`src/rtl/cordic_pkg.sv`:
```
// Shared CORDIC definitions: result word width and FIFO operation encoding
// used by the bus slave, the CORDIC core and the result FIFO.
package cordic_pkg;

    localparam int unsigned CORDIC_RESULT_W = 32;
    localparam int unsigned CORDIC_DATA_W   = CORDIC_RESULT_W;

    typedef enum logic [1:0] {
        FIFO_IDLE     = 2'b00,
        FIFO_PUSH     = 2'b01,
        FIFO_POP      = 2'b10,
        FIFO_PUSH_POP = 2'b11
    } fifo_op_e;

    function automatic fifo_op_e fifo_op(input logic store, input logic pop);
        return fifo_op_e'({pop, store});
    endfunction

endpackage

```
`src/rtl/cordic_fifo_mem.sv`:
```
// Result FIFO storage: DEPTH x DATA_W, one synchronous write port and one
// combinational read port.
module cordic_fifo_mem #(
    parameter int unsigned DATA_W = 32,
    parameter int unsigned DEPTH  = 8,
    parameter int unsigned ADDR_W = 3
) (
    input  logic              clk_i,
    input  logic              we_i,
    input  logic [ADDR_W-1:0] waddr_i,
    input  logic [DATA_W-1:0] wdata_i,
    input  logic [ADDR_W-1:0] raddr_i,
    output logic [DATA_W-1:0] rdata_o
);

    logic [DATA_W-1:0] mem_q [DEPTH];

    always_ff @(posedge clk_i) begin
        if (we_i) begin
            mem_q[waddr_i] <= wdata_i;
        end
    end

    assign rdata_o = mem_q[raddr_i];

endmodule

```
`src/rtl/cordic_result_fifo.sv`:
```
// First-word fall-through FIFO buffering CORDIC results for the bus side,
// with empty-bypass and sticky overflow/underflow flags.
module cordic_result_fifo
    import cordic_pkg::*;
#(
    parameter int unsigned DATA_W = CORDIC_DATA_W,
    parameter int unsigned DEPTH  = 8,
    parameter int unsigned ADDR_W = 3
) (
    input  logic              HCLK,
    input  logic              HRESETn,
    input  logic              wr_en,
    input  logic [DATA_W-1:0] din,
    input  logic              rd_en,
    output logic [DATA_W-1:0] dout,
    output logic              empty,
    output logic              full,
    output logic [ADDR_W:0]   count,
    output logic              overflow,
    output logic              underflow,
    input  logic              flags_clr
);

    logic [ADDR_W-1:0] rd_ptr_q, rd_ptr_d;
    logic [ADDR_W-1:0] wr_ptr_q, wr_ptr_d;
    logic [ADDR_W:0]   count_q, count_d;
    logic              empty_q, full_q;
    logic              ovf_q, ovf_d;
    logic              udf_q, udf_d;

    logic              avail, rd_acc, wr_acc, bypass, store, pop;
    logic [DATA_W-1:0] mem_rdata;

    assign avail  = !empty_q || wr_en;
    assign rd_acc = rd_en && avail;
    assign wr_acc = wr_en && (!full_q || rd_acc);
    // A read and write meeting on an empty FIFO pass straight through.
    assign bypass = empty_q && wr_acc && rd_acc;
    assign store  = wr_acc && !bypass;
    assign pop    = rd_acc && !bypass;

    cordic_fifo_mem #(
        .DATA_W (DATA_W),
        .DEPTH  (DEPTH),
        .ADDR_W (ADDR_W)
    ) u_mem (
        .clk_i   (HCLK),
        .we_i    (store),
        .waddr_i (wr_ptr_q),
        .wdata_i (din),
        .raddr_i (rd_ptr_q),
        .rdata_o (mem_rdata)
    );

    always_comb begin
        rd_ptr_d = rd_ptr_q;
        wr_ptr_d = wr_ptr_q;
        count_d  = count_q;
        if (store) begin
            wr_ptr_d = wr_ptr_q + ADDR_W'(1);
        end
        if (pop) begin
            rd_ptr_d = rd_ptr_q + ADDR_W'(1);
        end
        case (fifo_op(store, pop))
            FIFO_PUSH: count_d = count_q + (ADDR_W+1)'(1);
            FIFO_POP:  count_d = count_q - (ADDR_W+1)'(1);
            default:   count_d = count_q;
        endcase
        // A fresh event in the clearing cycle keeps its flag set.
        ovf_d = (wr_en && !wr_acc) || (ovf_q && !flags_clr);
        udf_d = (rd_en && !avail)  || (udf_q && !flags_clr);
    end

    always_ff @(posedge HCLK) begin
        if (!HRESETn) begin
            rd_ptr_q <= '0;
            wr_ptr_q <= '0;
            count_q  <= '0;
            empty_q  <= 1'b1;
            full_q   <= 1'b0;
            ovf_q    <= 1'b0;
            udf_q    <= 1'b0;
        end else begin
            rd_ptr_q <= rd_ptr_d;
            wr_ptr_q <= wr_ptr_d;
            count_q  <= count_d;
            empty_q  <= (count_d == '0);
            full_q   <= (count_d == (ADDR_W+1)'(DEPTH));
            ovf_q    <= ovf_d;
            udf_q    <= udf_d;
        end
    end

    always_comb begin
        if (!empty_q) begin
            dout = mem_rdata;
        end else if (wr_en) begin
            dout = din;
        end else begin
            dout = '0;
        end
    end

    assign empty     = empty_q;
    assign full      = full_q;
    assign count     = count_q;
    assign overflow  = ovf_q;
    assign underflow = udf_q;

endmodule

```
`config.mk`:
```
export PLATFORM = sky130hd
export DESIGN_NAME = cordic_result_fifo
export DESIGN_NICKNAME = d
export VERILOG_FILES = /design/src/rtl/cordic_pkg.sv /design/src/rtl/cordic_fifo_mem.sv /design/src/rtl/cordic_result_fifo.sv
export SDC_FILE = /design/constraint.sdc
export NUM_CORES = 1
export LEC_CHECK = 0
export CAP_MARGIN = 40
export CORE_UTILIZATION = 60
export DETAILED_ROUTE_END_ITERATION = 16
export PLACE_DENSITY = 0.8
export SYNTH_ARGS = -nofsm -noshare
export SYNTH_HDL_FRONTEND = slang
export SYNTH_HIERARCHICAL = 1
export SYNTH_SLANG_ARGS = --single-unit
```
`constraint.sdc`:
```
create_clock -name HCLK -period 11.6 [get_ports HCLK]
set_input_delay 1.74 -clock HCLK [delete_from_list [all_inputs] [get_ports HCLK]]
set_output_delay 1.74 -clock HCLK [all_outputs]
set_load 0.005 [all_outputs]
```
Yosys cells after proc, flatten, opt, wreduce, memory -nomap -nowiden
Memory sizes are Yosys's and may differ from the RTL's. A register that Yosys moved wholly into a read port is not among the register bits.
Cells that the tools add are included.
{"block": "totals", "in_bits": 37, "regBits": 14, "wordCells": 43, "ram_bits": 256, "n_memories": 1}
{"block": "classes", "n_reduce_logical": 21, "muxes": 7, "add_sub_neg": 4, "n_eq_ne": 3}
{"name": "u_mem.mem_q", "depth": 8, "word_bits": 32, "rd": 1, "rd_ports_with_merged_regs": 1, "write_ports": 1, "line_no": "cordic_fifo_mem.sv:16", "rtl": "logic [DATA_W-1:0] mem_q [DEPTH];"}
{"cell": "two-way mux 32 bit", "count": 2}
{"cell": "logical AND 1 bit", "count": 10}
{"cell": "one-hot mux 4 bit (2 select lines)", "count": 1}
{"cell": "adder 3 x 1 -> 3 bit, second input constant", "count": 2}
{"cell": "zero test 1 bit", "count": 6}
{"cell": "two-way mux 3 bit", "count": 2}
{"cell": "adder 4 x 1 -> 4 bit, second input constant", "count": 1}
{"cell": "== test 4 bit, second input constant", "count": 1}
{"cell": "zero test 4 bit", "count": 1}
{"cell": "logical OR 1 bit", "count": 4}
{"cell": "subtractor 4 x 1 -> 4 bit, second input constant", "count": 1}
{"cell": "== test 2 x 1 -> 1 bit, second input constant", "count": 1}
{"cell": "== test 2 bit, second input constant", "count": 1}
{"cell": "two-way mux 1 bit", "count": 2}

Depth between registers and ports, before layout
{"block": "logic_depth", "ltp_word": 12, "ltp_mapped": 11, "depth_no_buf": 10}

Hierarchy
Netlist, hierarchy kept.
{"module": "cordic_fifo_mem", "seq_area_each_um2": 7687.4, "instances": 1, "area_each_um2": 9825.7, "cells_each": 383}
{"module": "cordic_result_fifo", "seq_area_each_um2": 280.3, "instances": 1, "area_each_um2": 1152.4, "cells_each": 180}

Worst setup path after synthesis
Ideal clock, no wire load.
{"block": "synth_path", "path_type": "input-to-reg", "start": "input port rd_en", "end": "memory u_mem.mem_q[0][0] (enable)", "required_ns": 11.139, "t_arrival_ns": 4.401, "setup_slack_ns": 6.738, "cell_stages": 5, "setup_time_ns": 0.461, "n_path_buf": 0, "cell_sequence": "nand2b_1 > nand3_1 > inv_1 > nand2b_1 > nor3_1"}
{"block": "synth_via", "elab_chain_cells": 9}
{"element": "from (decl)", "line_no": "cordic_result_fifo.sv:14", "rtl": "input logic rd_en,"}
{"element": "logical AND 1 bit (*)", "line_no": "cordic_result_fifo.sv:35", "rtl": "assign rd_acc = rd_en && avail;"}
{"element": "logical OR 1 bit", "line_no": "cordic_result_fifo.sv:36", "rtl": "assign wr_acc = wr_en && (!full_q || rd_acc);"}
{"element": "logical AND 1 bit", "line_no": "cordic_result_fifo.sv:36"}
{"element": "logical AND 1 bit (2 in series)", "line_no": "cordic_result_fifo.sv:38", "rtl": "assign bypass = empty_q && wr_acc && rd_acc;"}
{"element": "zero test 1 bit", "line_no": "cordic_result_fifo.sv:39", "rtl": "assign store = wr_acc && !bypass;"}
{"element": "logical AND 1 bit (*)", "line_no": "cordic_result_fifo.sv:39"}
{"element": "via store", "line_no": "cordic_result_fifo.sv:31", "rtl": "logic avail, rd_acc, wr_acc, bypass, store, pop;"}
{"element": "two-way mux 1 bit (*)", "line_no": "cordic_fifo_mem.sv:19", "rtl": "if (we_i) begin"}
{"element": "two-way mux 1 bit (not written as such) (*)", "line_no": "cordic_fifo_mem.sv:20", "rtl": "mem_q[waddr_i] <= wdata_i;"}
{"element": "to (decl)", "line_no": "cordic_fifo_mem.sv:16"}
Mark *: on every way through the listed nets, which the timed path passes. The rest lies on a longest branch.

Final worst setup path
{"block": "layout_path", "start": "input port wr_en", "end": "output port dout[12]"}
{"block": "layout_via", "elab_chain_cells": 2}
{"element": "from (decl)", "line_no": "cordic_result_fifo.sv:12", "rtl": "input logic wr_en,"}
{"element": "two-way mux 32 bit", "line_no": "cordic_result_fifo.sv:98", "rtl": "end else if (wr_en) begin"}
{"element": "two-way mux 32 bit", "line_no": "cordic_result_fifo.sv:96", "rtl": "if (!empty_q) begin"}
{"element": "to (decl)", "line_no": "cordic_result_fifo.sv:15", "rtl": "output logic [DATA_W-1:0] dout,"}
No other way between the ends.

==> key figures <==
Yosys
  – Seq/Total Area, Yosys: 0.726
  – Synth Area in XOR/XNOR: 0.00479
  – Seq cells post-synth: 270
  – Gate Count Post-Synth: 563
  – Synth Area in Simple Gates: 0.0357
  – Syn avg cell area: 19.5 um2
  – Synth Warn #: 6
  – Largest family of logic cells by synthesized area: multiplexers
  – Post-synth top area share: 0.700
  – Synth area leader: edfxtp_1
  – Compound-Gate Fraction of Synth Area: 0.0213
  – EDFF count, synth: 256
  – Multiplexer share of the synthesized area: 0.181
  – Adder-cell share of the synthesized area: 0.00456
  – Syn_nets: 604
  – Commonest cells post-synth: edfxtp_1, nand2_1, mux4_1
  – Ys async rst share: 0
  – Syn Std Cell Area: 0.0110 mm2
  – Synth cell types: 39
  – Synth Flop Type: edfxtp_1
  – Top cells by area, synth: edfxtp_1, mux4_1, mux4_2, mux2_2, dfxtp_1
  – Count leader, synth: edfxtp_1

Drt
  – Vias: 5,491
  – DR pass1 iterations: 5
  – Detail Route Antenna Nets: 0
  – WL final: 21,200 um
  – DRT iter0 DRCs: 382
  – Routed len/inst: 23.5 um
  – Via density: 6.09
  – # DRC: 0

Global route
  – First-pass GRT wire length: 31,600 um
  – Vias in the first global route: 5,625
  – Pin count of the biggest net entering global routing: 39
  – Grt ovf: 0
  – Initial antenna violation count: 0
  – Total track usage: 0.232

Setup path
  – CP Launch Type: input port
  – Critical Path AT: 3.63 ns
  – Critical-path cell with the highest stage delay: clkdlybuf4s50_1
  – Critical Path Max Stage Delay: 0.57 ns
  – CP dominant cell by count: clkdlybuf4s50_1
  – R2r setup slk: 8.79 ns
  – Kind of critical path: input port to output pin
  – Largest fanout on the critical path: 32
  – Worst path required time: 9.86 ns
  – Worst-path cell chain: clkdlybuf4s50_1 -> and2_1 -> buf_4 -> nand2_1 -> o21ai_0 -> clkdlybuf4s50_1
  – Crit end category: output pin
  – Origin of the critical flop-to-flop path: empty$_SDFF_PN1_
  – Worst r2r path cells: 10
  – FF-to-FF End: count[2]$_SDFF_PN0_

Timing
  – Skew final: 0.0127 ns
  – Final worst path period share: 0.463
  – Rel. slew slack: 0.442
  – Peak Freq: 186 MHz
  – RSZ-0062 raised after global routing: no
  – Worst setup margin: 6.23 ns
  – Final setup fails: 0
  – Final Critical Period: 5.37 ns
  – Post-Route Setup TNS: 0 ns
  – Final Max Slew Viols: 0
  – Final-report hold violation count: 0
  – Tightest Pin Transition: 0.838 ns
  – Hold WS: 0.523 ns

Cells and area
  – Filler cells: 1,002
  – N_diodes: 0
  – Post-route insts no fill: 901
  – Layout cells sized above 1: 0.183
  – Area growth syn-to-layout: 17.8%
  – Nets: 694

Min path
  – Hold depth: 2
  – Min-Delay Endpoint: overflow$_SDFF_PN0_
  – Hold Path Class: register to register
  – Hold path startpoint: overflow$_SDFF_PN0_

Floorplan
  – Chip height: 137 um
  – I/O Pins: 77
  – Die area: 0.0188 mm2
  – # rows: 49
  – Initial Utilization: 0.611
  – DIE WIDTH: 137 um
  – Core Box Area: 0.0180 mm2

Pwr
  – Maximum vdd ir drop: 0.126 mV
  – Static leakage: 4.28 nW
  – Total chip power: 2.43 mW
  – Power Density: 188 mW/mm2

Clock tree
  – Clock Sinks: 270
  – CTS Hold Buffers Added: 0
  – Root Driver: clkbuf_16
  – CTS buffer count: 25
  – Clk_lat worst skew: 0.53 ns
  – Clk buf depth: 3
  – CTS tree: done
  – Setup Buffers After CTS: 0
  – H-tree lvl count: 1
  – Post_cts resized: 0
  – Clock Pin Slew Worst Setup and Hold Paths: 0.06 ns

Flow run
  – Number of max-cap violations: 0

Placement
  – # port buffers: 76
  – Placer Congestion: 0.737
  – Pre-CTS setup slack: 6.24 ns
  – Placed Instances: 855
  – Post-DP HPWL: 11,600 um

Run status
  – Status: completed
==> cells in the final DEF (no fill, tap or decap), types with 6 or more instances in the layout <==
| cell | instances |
|---|---|
| mux4_1 | 40 |
| nand2_1 | 42 |
| mux4_2 | 24 |
| edfxtp_1 | 256 |
| inv_1 | 35 |
| buf_4 | 14 |
| nand2b_1 | 6 |
| dfxtp_1 | 11 |
| nor2_4 | 6 |
| clkbuf_16 | 25 |
| clkdlybuf4s50_1 | 76 |
| o21ai_0 | 32 |
| and2_1 | 7 |
| mux2_2 | 32 |
==> final cells by class <==
type                    instances  area (um2)  area share
flip-flops and latches        270        7970       0.617
multi-input cells             230        2770       0.214
repair buffers                 91         886      0.0685
clock buffers                  33         686      0.0530
well taps                     229         287      0.0222
clock inverters                13         204      0.0158
inverters                      35         131      0.0102
==> per-stage QoR <==
step | utilization | area, um2
4_1_cts | 0.720 | 12900
3_5_place_dp | 0.670 | 12000
2_1_floorplan | - | 11000
5_1_grt | 0.720 | 12900
6_report | 0.720 | 12900
3_3_place_gp | 0.669 | 12000
==> sequential cells by signal, indices dropped and copies added, names as in the netlist <==
signal / flops
u_mem/mem_q: 256
count: 4
rd_ptr_q: 3
wr_ptr_q: 3
empty: 1
full: 1
overflow: 1
underflow: 1
==> layer usage <==
layer / part of all wire / global-route usage / vias to the layer above
li1: - / - / 2439
met1: 0.40 / 0.311 / 2822
met2: 0.53 / 0.403 / 194
met3: 0.051 / 0.0298 / 36
met4: 0.018 / 0.0690 / 0
met5: 0 / 0 / -
==> where the power goes <==
part | switching [mW] | internal, mW | total, mW
Sequential | 0.0353 | 1.11 | 1.14
Combinational | 0.183 | 0.228 | 0.410
Clock | 0.342 | 0.530 | 0.872
==> worst max path at each step <==
stage,endpoint,from,slack (ns),cells past startpoint
detailed placement,dout[24],wr_en,6.24,6
finish,dout[12],wr_en,6.23,6
global route,dout[27],wr_en,6.13,6
global placement,dout[0],wr_en,6.29,6
CTS,dout[12],wr_en,6.21,6
floorplan,u_mem/mem_q[0][0]$_DFFE_PP_,rd_en,6.74,5
==> critical path, delay by kind of cell <==
family                 cells  cell delay, ns
buffers and inverters      3            1.51
AO/OA/AOI/OAI              1            0.11
AND/OR/NAND/NOR            2            0.26
==> logic make-up (layout without fill, tap and decap cells) <==
| family | after synthesis | count (layout) |
|---|---|---|
| flops | 270 | 270 |
| mux | 99 | 99 |
| simple gates | 79 | 79 |
| buf+inv | 63 | 172 |
| compound gates | 42 | 42 |
| xor+xnor | 6 | 6 |
| fa+ha+maj | 4 | 4 |
(Power assumes the default switching activity.)
